[config.mk]
export PLATFORM = sky130hd
export DESIGN_NAME = demux_1xn_stream
export DESIGN_NICKNAME = d
export VERILOG_FILES = /design/src/rtl/demux_1xn_stream.sv
export SDC_FILE = /design/constraint.sdc
export NUM_CORES = 1
export LEC_CHECK = 0
export BUFFER_PORTS_ARGS = -buffer_cell sky130_fd_sc_hd__buf_4
export CORE_MARGIN = 4
export CORE_UTILIZATION = 38
export CTS_CLUSTER_SIZE = 14
export DETAILED_ROUTE_END_ITERATION = 8
export PLACE_DENSITY = 0.74
export SYNTH_ARGS = -nofsm -noshare
export SYNTH_HDL_FRONTEND = slang
export SYNTH_SLANG_ARGS = --single-unit
[constraint.sdc]
create_clock -name clk -period 2.4 [get_ports clk]
set_clock_uncertainty 0.15 [all_clocks]
set_input_delay 0.48 -clock clk [delete_from_list [all_inputs] [get_ports clk]]
set_output_delay 0.48 -clock clk [all_outputs]
set_load 0.05 [all_outputs]
[src/rtl/demux_1xn_stream.sv]
// demux_1xn_stream: steers a valid/ready stream to one of NCH channels,
// chosen per beat by in_sel, through a single registered output stage.
// Beats whose select names no existing channel are dropped and counted
// in a saturating counter.
module demux_1xn_stream #(
    parameter int unsigned WIDTH = 8,
    parameter int unsigned NCH   = 4,
    parameter int unsigned SELW  = 2,
    parameter int unsigned CNTW  = 8
) (
    input  logic             clk,
    input  logic             rst_n,
    input  logic             in_valid,
    output logic             in_ready,
    input  logic [SELW-1:0]  in_sel,
    input  logic [WIDTH-1:0] in_data,
    output logic [NCH-1:0]   out_valid,
    input  logic [NCH-1:0]   out_ready,
    output logic [WIDTH-1:0] out_data,
    output logic [CNTW-1:0]  drop_cnt
);

    // One extra bit so NCH == 2**SELW is representable.
    localparam logic [SELW:0] LP_NCH = (SELW+1)'(NCH);

    logic             r_hold_v;
    logic [SELW-1:0]  r_hold_sel;
    logic [WIDTH-1:0] r_hold_data;
    logic [CNTW-1:0]  r_cnt;

    logic             w_drain;
    logic             w_accept;
    logic             w_sel_ok;
    logic             w_cnt_sat;

    // Held beat leaves when its own channel is ready; other channels' ready bits are ignored.
    always_comb begin
        w_drain = 1'b0;
        for (int unsigned k = 0; k < NCH; k++) begin
            if (r_hold_v && (r_hold_sel == SELW'(k)) && out_ready[k]) begin
                w_drain = 1'b1;
            end
        end
    end

    // Input handshake and select legality.
    always_comb begin
        in_ready  = !r_hold_v || w_drain;
        w_accept  = in_valid && in_ready;
        w_sel_ok  = ({1'b0, in_sel} < LP_NCH);
        w_cnt_sat = (r_cnt == '1);
    end

    // One-hot channel valid decoded from the held select.
    always_comb begin
        out_valid = '0;
        for (int unsigned k = 0; k < NCH; k++) begin
            out_valid[k] = r_hold_v && (r_hold_sel == SELW'(k));
        end
    end

    // Payload and counter are presented straight from their registers.
    always_comb begin
        out_data = r_hold_data;
        drop_cnt = r_cnt;
    end

    // Holding register: load on a legal accept, otherwise empty on drain.
    // A dropped beat falls into the drain branch, so a held beat that
    // drains in the same cycle is still released.
    always_ff @(posedge clk or negedge rst_n) begin
        if (!rst_n) begin
            r_hold_v    <= 1'b0;
            r_hold_sel  <= '0;
            r_hold_data <= '0;
        end else if (w_accept && w_sel_ok) begin
            r_hold_v    <= 1'b1;
            r_hold_sel  <= in_sel;
            r_hold_data <= in_data;
        end else if (w_drain) begin
            r_hold_v    <= 1'b0;
        end
    end

    // Saturating count of beats dropped for an out-of-range select.
    always_ff @(posedge clk or negedge rst_n) begin
        if (!rst_n) begin
            r_cnt <= '0;
        end else if (w_accept && !w_sel_ok && !w_cnt_sat) begin
            r_cnt <= r_cnt + CNTW'(1);
        end
    end

endmodule

* Word level (Yosys, flattened, before mapping)
Index checks and enable logic that the tools add are counted.
** Storage, ports and cells
- Flip-flop bits (word level) :: 11
- Input bits :: 17
- Output and inout port bits :: 21
** Operators by class
- Equal/unequal tests :: 3
- Muxes and demuxes :: 6
- Reduce and logical (&&, ||, !) cells :: 13
** Operator list (count)
- $logic_and A1 B1 Y1 :: 9
- $mux W1 :: 6
- $eq A2 B2 Y1 const B :: 2
- $eq A2 B1 Y1 const B :: 1
- $logic_not A2 Y1 :: 1
- $reduce_bool A2 Y1 :: 1
- $logic_not A1 Y1 :: 1
- $logic_or A1 B1 Y1 :: 1

* Depth between registers and ports, before layout
- Depth in word-level cells :: 10
- Mapped depth :: 3
- Gate-level depth less buffers :: 3

* Worst setup path before layout
No wires, ideal clock.
- Path kind :: reg-to-output
- Start point :: reg r_hold_sel[1]
- End point :: out out_valid[0]
- Arrival time :: 1.263 ns
- Setup slack :: 0.507 ns
- Cell stages (with the launch flop) :: 3
- Buffers on the path :: 0
- Path through :: dfrtp_1 nand2b_1 nor2_1
** On the way
- Word-level cells in the longest chain between the ends :: 2
** RTL lines
- start: declaration :: RTL line 27 : logic [SELW-1:0] r_hold_sel;
- start signal: assignment :: RTL line 78 : r_hold_sel <= in_sel;
- $logic_not A2 Y1 :: RTL line 58 : out_valid[k] = r_hold_v && (r_hold_sel == SELW'(k));
- $logic_and A1 B1 Y1 :: RTL line 58
- end: declaration :: RTL line 17 : output logic [NCH-1:0] out_valid,
No other way between the ends.

* Worst setup path in the final report
- Start point :: reg r_hold_sel[0]
- End point :: out in_ready
** On the way
- Word-level cells in the longest chain between the ends :: 8
** RTL lines
- $logic_not A2 Y1 :: RTL line 40 : if (r_hold_v && (r_hold_sel == SELW'(k)) && out_ready[k]) begin
- $logic_and A1 B1 Y1 (2 in a row) :: RTL line 40
- $mux W1 (3 in a row) :: RTL line 40
- $mux W1 * :: RTL line 40
- $logic_or A1 B1 Y1 * :: RTL line 48 : in_ready = !r_hold_v || w_drain;
- end: declaration :: RTL line 14 : output logic in_ready,
Every way passes the cells marked *; elsewhere a longest branch is shown, timed or not.

==> results.toml <==
[synthesis]
yosys.area.top_type = "dfrtp_1"
netlist-cell-type-count = 13
synthXorXnorAreaFrac_pct = 0
ys_ff_latch = 11
synth_top_area_share_pct = 48.7
synth_fa_ha_area_share_pct = 0
yosysSeqAreaShare_pct = 48.7
syn_area_um2 = 566
synthSimpleGateAreaFrac_pct = 5.53
synth_top_family_by_area = "multiplexers"
synthCells = 45
synth-compound-area-share_pct = 8.19
avgSynthCellArea_um2 = 12.6
synth_area_leaders = "dfrtp_1 49%, mux2_2 18%, buf_4 11%"
yosys-mux-area-fraction_pct = 25.0
synth_warnings = 0

[die]
dieArea_um2 = 2170
die_h_um = 46.6
die_w_um = 46.6
row_count = 13
start_util_pct = 41.9
coreArea_um2 = 1350
io_pins = 38

[place]
hpwl_um = 939
portBuffers = 29
place.gp.congestion = 0.687
dp_cells = 88

[finish]
fillers = 124
final_nets = 96
syn2layout_area_growth_pct = 42.3
drive_above_1_share_pct = 57.7
utilization_pct = 59.6
antenna_cells = 0
fin_cells = 93

[power_and_ir_drop]
p_comb_share_pct = 61.2
power.switching_mw = 0.544
ir_drop_uv = 720
seqPwrFrac_pct = 27.9
p_leak_nw = 0.407
power.density_nw_per_um2 = 1350
pwr-share-clk_pct = 10.9
swShare_pct = 50.0
p_int_mw = 0.543

[clock_network]
cts.clk_slew.worst_paths_ns = 0.07
clk_latency_ns = 0.25
h-tree-depth = 1
clockBufferDepth = 2
cts_tree = "yes"
cts_root_buffer = "clkbuf_4"
numCtsBuffers = 3
cts.sinks = 11

[hold_path]
hold_class = "in2reg"
min_path_cells = 2

[detailed_routing]
wl_per_cell_um = 12.3
drt-total-wl_mm = 1.14
vias = 419
viasPerCell = 4.51
drtAntennaViolNets = 0
first_pass_iters = 2
drc = 0
first_iter_violations = 2

[grt]
grt_max_degree = 12
grt_usage_pct = 12.1
antenna_found_initial = 0
grt-ovfl-total = 0
grt_pass1_wl_mm = 1.80
grt_pass1_vias = 434

[worst_setup_path]
crit_end = "in_ready"
arrival_ns = 1.49
crit_path_end_kind = "primary output"
reg2reg_depth = 3
r2r_setup_slack_ns = 0.59
r2r_end = "out_data[4]$_DFFE_PN0P_"
critPathLaunchType = "register"
crit_start = "r_hold_sel[0]$_DFFE_PN0P_"
cp.required_ns = 1.77
r2r-start = "r_hold_sel[0]$_DFFE_PN0P_"
crit_path_max_fanout = 6
path_class = "reg2out"

[timing]
fmax_mhz = 471
hold_viol_final = 0
post-route-period-util_pct = 88.4
finalCriticalPeriod_ns = 2.12
whs_ns = 0.297
setup_viol = 0
rsz0062_at_grt = "false"
drv_slew = 0
tns_ns = 0

[status]
status = "finished clean"

[job]
drv_cap = 0
[worst min-delay path by stage]
stage / from / to / slack (ns)
2_1_floorplan: rst_n / out_data[0]$_DFFE_PN0P_ / 0.03
3_3_place_gp: rst_n / out_data[7]$_DFFE_PN0P_ / 0.17
3_5_place_dp: rst_n / out_data[6]$_DFFE_PN0P_ / 0.17
4_1_cts: in_data[5] / out_data[5]$_DFFE_PN0P_ / 0.29
5_1_grt: in_sel[0] / r_hold_sel[0]$_DFFE_PN0P_ / 0.29
6_report: in_data[5] / out_data[5]$_DFFE_PN0P_ / 0.30
[cells in the final DEF (no fill, tap or decap)]
cell	instances
nand2b_1	2
mux2_2	9
mux2_4	2
clkbuf_1	1
o22a_2	1
mux2i_1	1
inv_1	2
dfrtp_1	11
clkbuf_4	3
o221ai_4	1
dlygate4sd3_1	1
o21ai_0	2
buf_4	29
conb_1	8
nor2_1	4
nand2_1	1
[power groups by stage]
stage	sequential (mW)	clock, mW	combinational, mW
6_report	0.303	0.118	0.665
3_5_place_dp	0.306	0	0.671
2_1_floorplan	0.491	0	0.303
3_3_place_gp	0.301	0	0.663
4_1_cts	0.304	0.125	0.673
5_1_grt	0.314	0.132	0.696
[layout make-up]
cell class                      count  area (um^2)  share of cell area [%]
Inverter                            2         7.51                   0.933
Sequential cell                    11          275                    34.2
Multi-Input combinational cell     31          249                    30.9
Timing Repair Buffer               30          228                    28.3
Clock buffer                        4         26.3                    3.27
Tap cell                           15         18.8                    2.33
[metrics by stage]
step / instance area, um^2 / worst slack (ns) / total power [mW]
floorplan: 592 / 0.507 / 0.794
global placement: 768 / 0.485 / 0.963
detailed placement: 768 / 0.470 / 0.977
CTS: 805 / 0.257 / 1.10
global route: 805 / 0.194 / 1.14
finish: 805 / 0.278 / 1.09
[repair_timing]
action,CTS,global route
resized for setup,0,0
buffers inserted,0,0
hold buffers,1,0
hold endpoints to repair,11,0
[critical path, cell delays in order, from the launching register on]
cell	delay [ns]
dfrtp_1	0.47
mux2_4	0.35
o22a_2	0.23
buf_4	0.19
[metal layers]
layer  part of all wire (%)  vias up  track usage [%]
li1                       -      204                -
met1                     39      191             13.2
met2                     51       22             20.3
met3                    9.0        2             2.73
met4                   0.79        0             8.52
met5                      0        -                0
[synth_stat cells]
cell      number
buf_4          8
conb_1         1
dfrtp_1       11
inv_1          2
mux2_2         9
mux2_4         2
mux2i_1        1
nand2_1        1
nand2b_1       2
nor2_1         4
o21ai_0        2
o221ai_4       1
o22a_2         1
[flip-flops by register name, indices dropped and copies added (netlist names)]
signal and flops:
r_hold_v 1, out_data 8, r_hold_sel 2
[cells by family (layout without fill, tap and decap cells)]
| logic type | count (synthesis) | after routing |
|---|---|---|
| compound gates | 4 | 4 |
| buf+inv | 10 | 36 |
| flops | 11 | 11 |
| mux | 12 | 12 |
| other cells | 1 | 8 |
| simple gates | 7 | 7 |
Note: power is estimated with default switching activity, not from simulation.
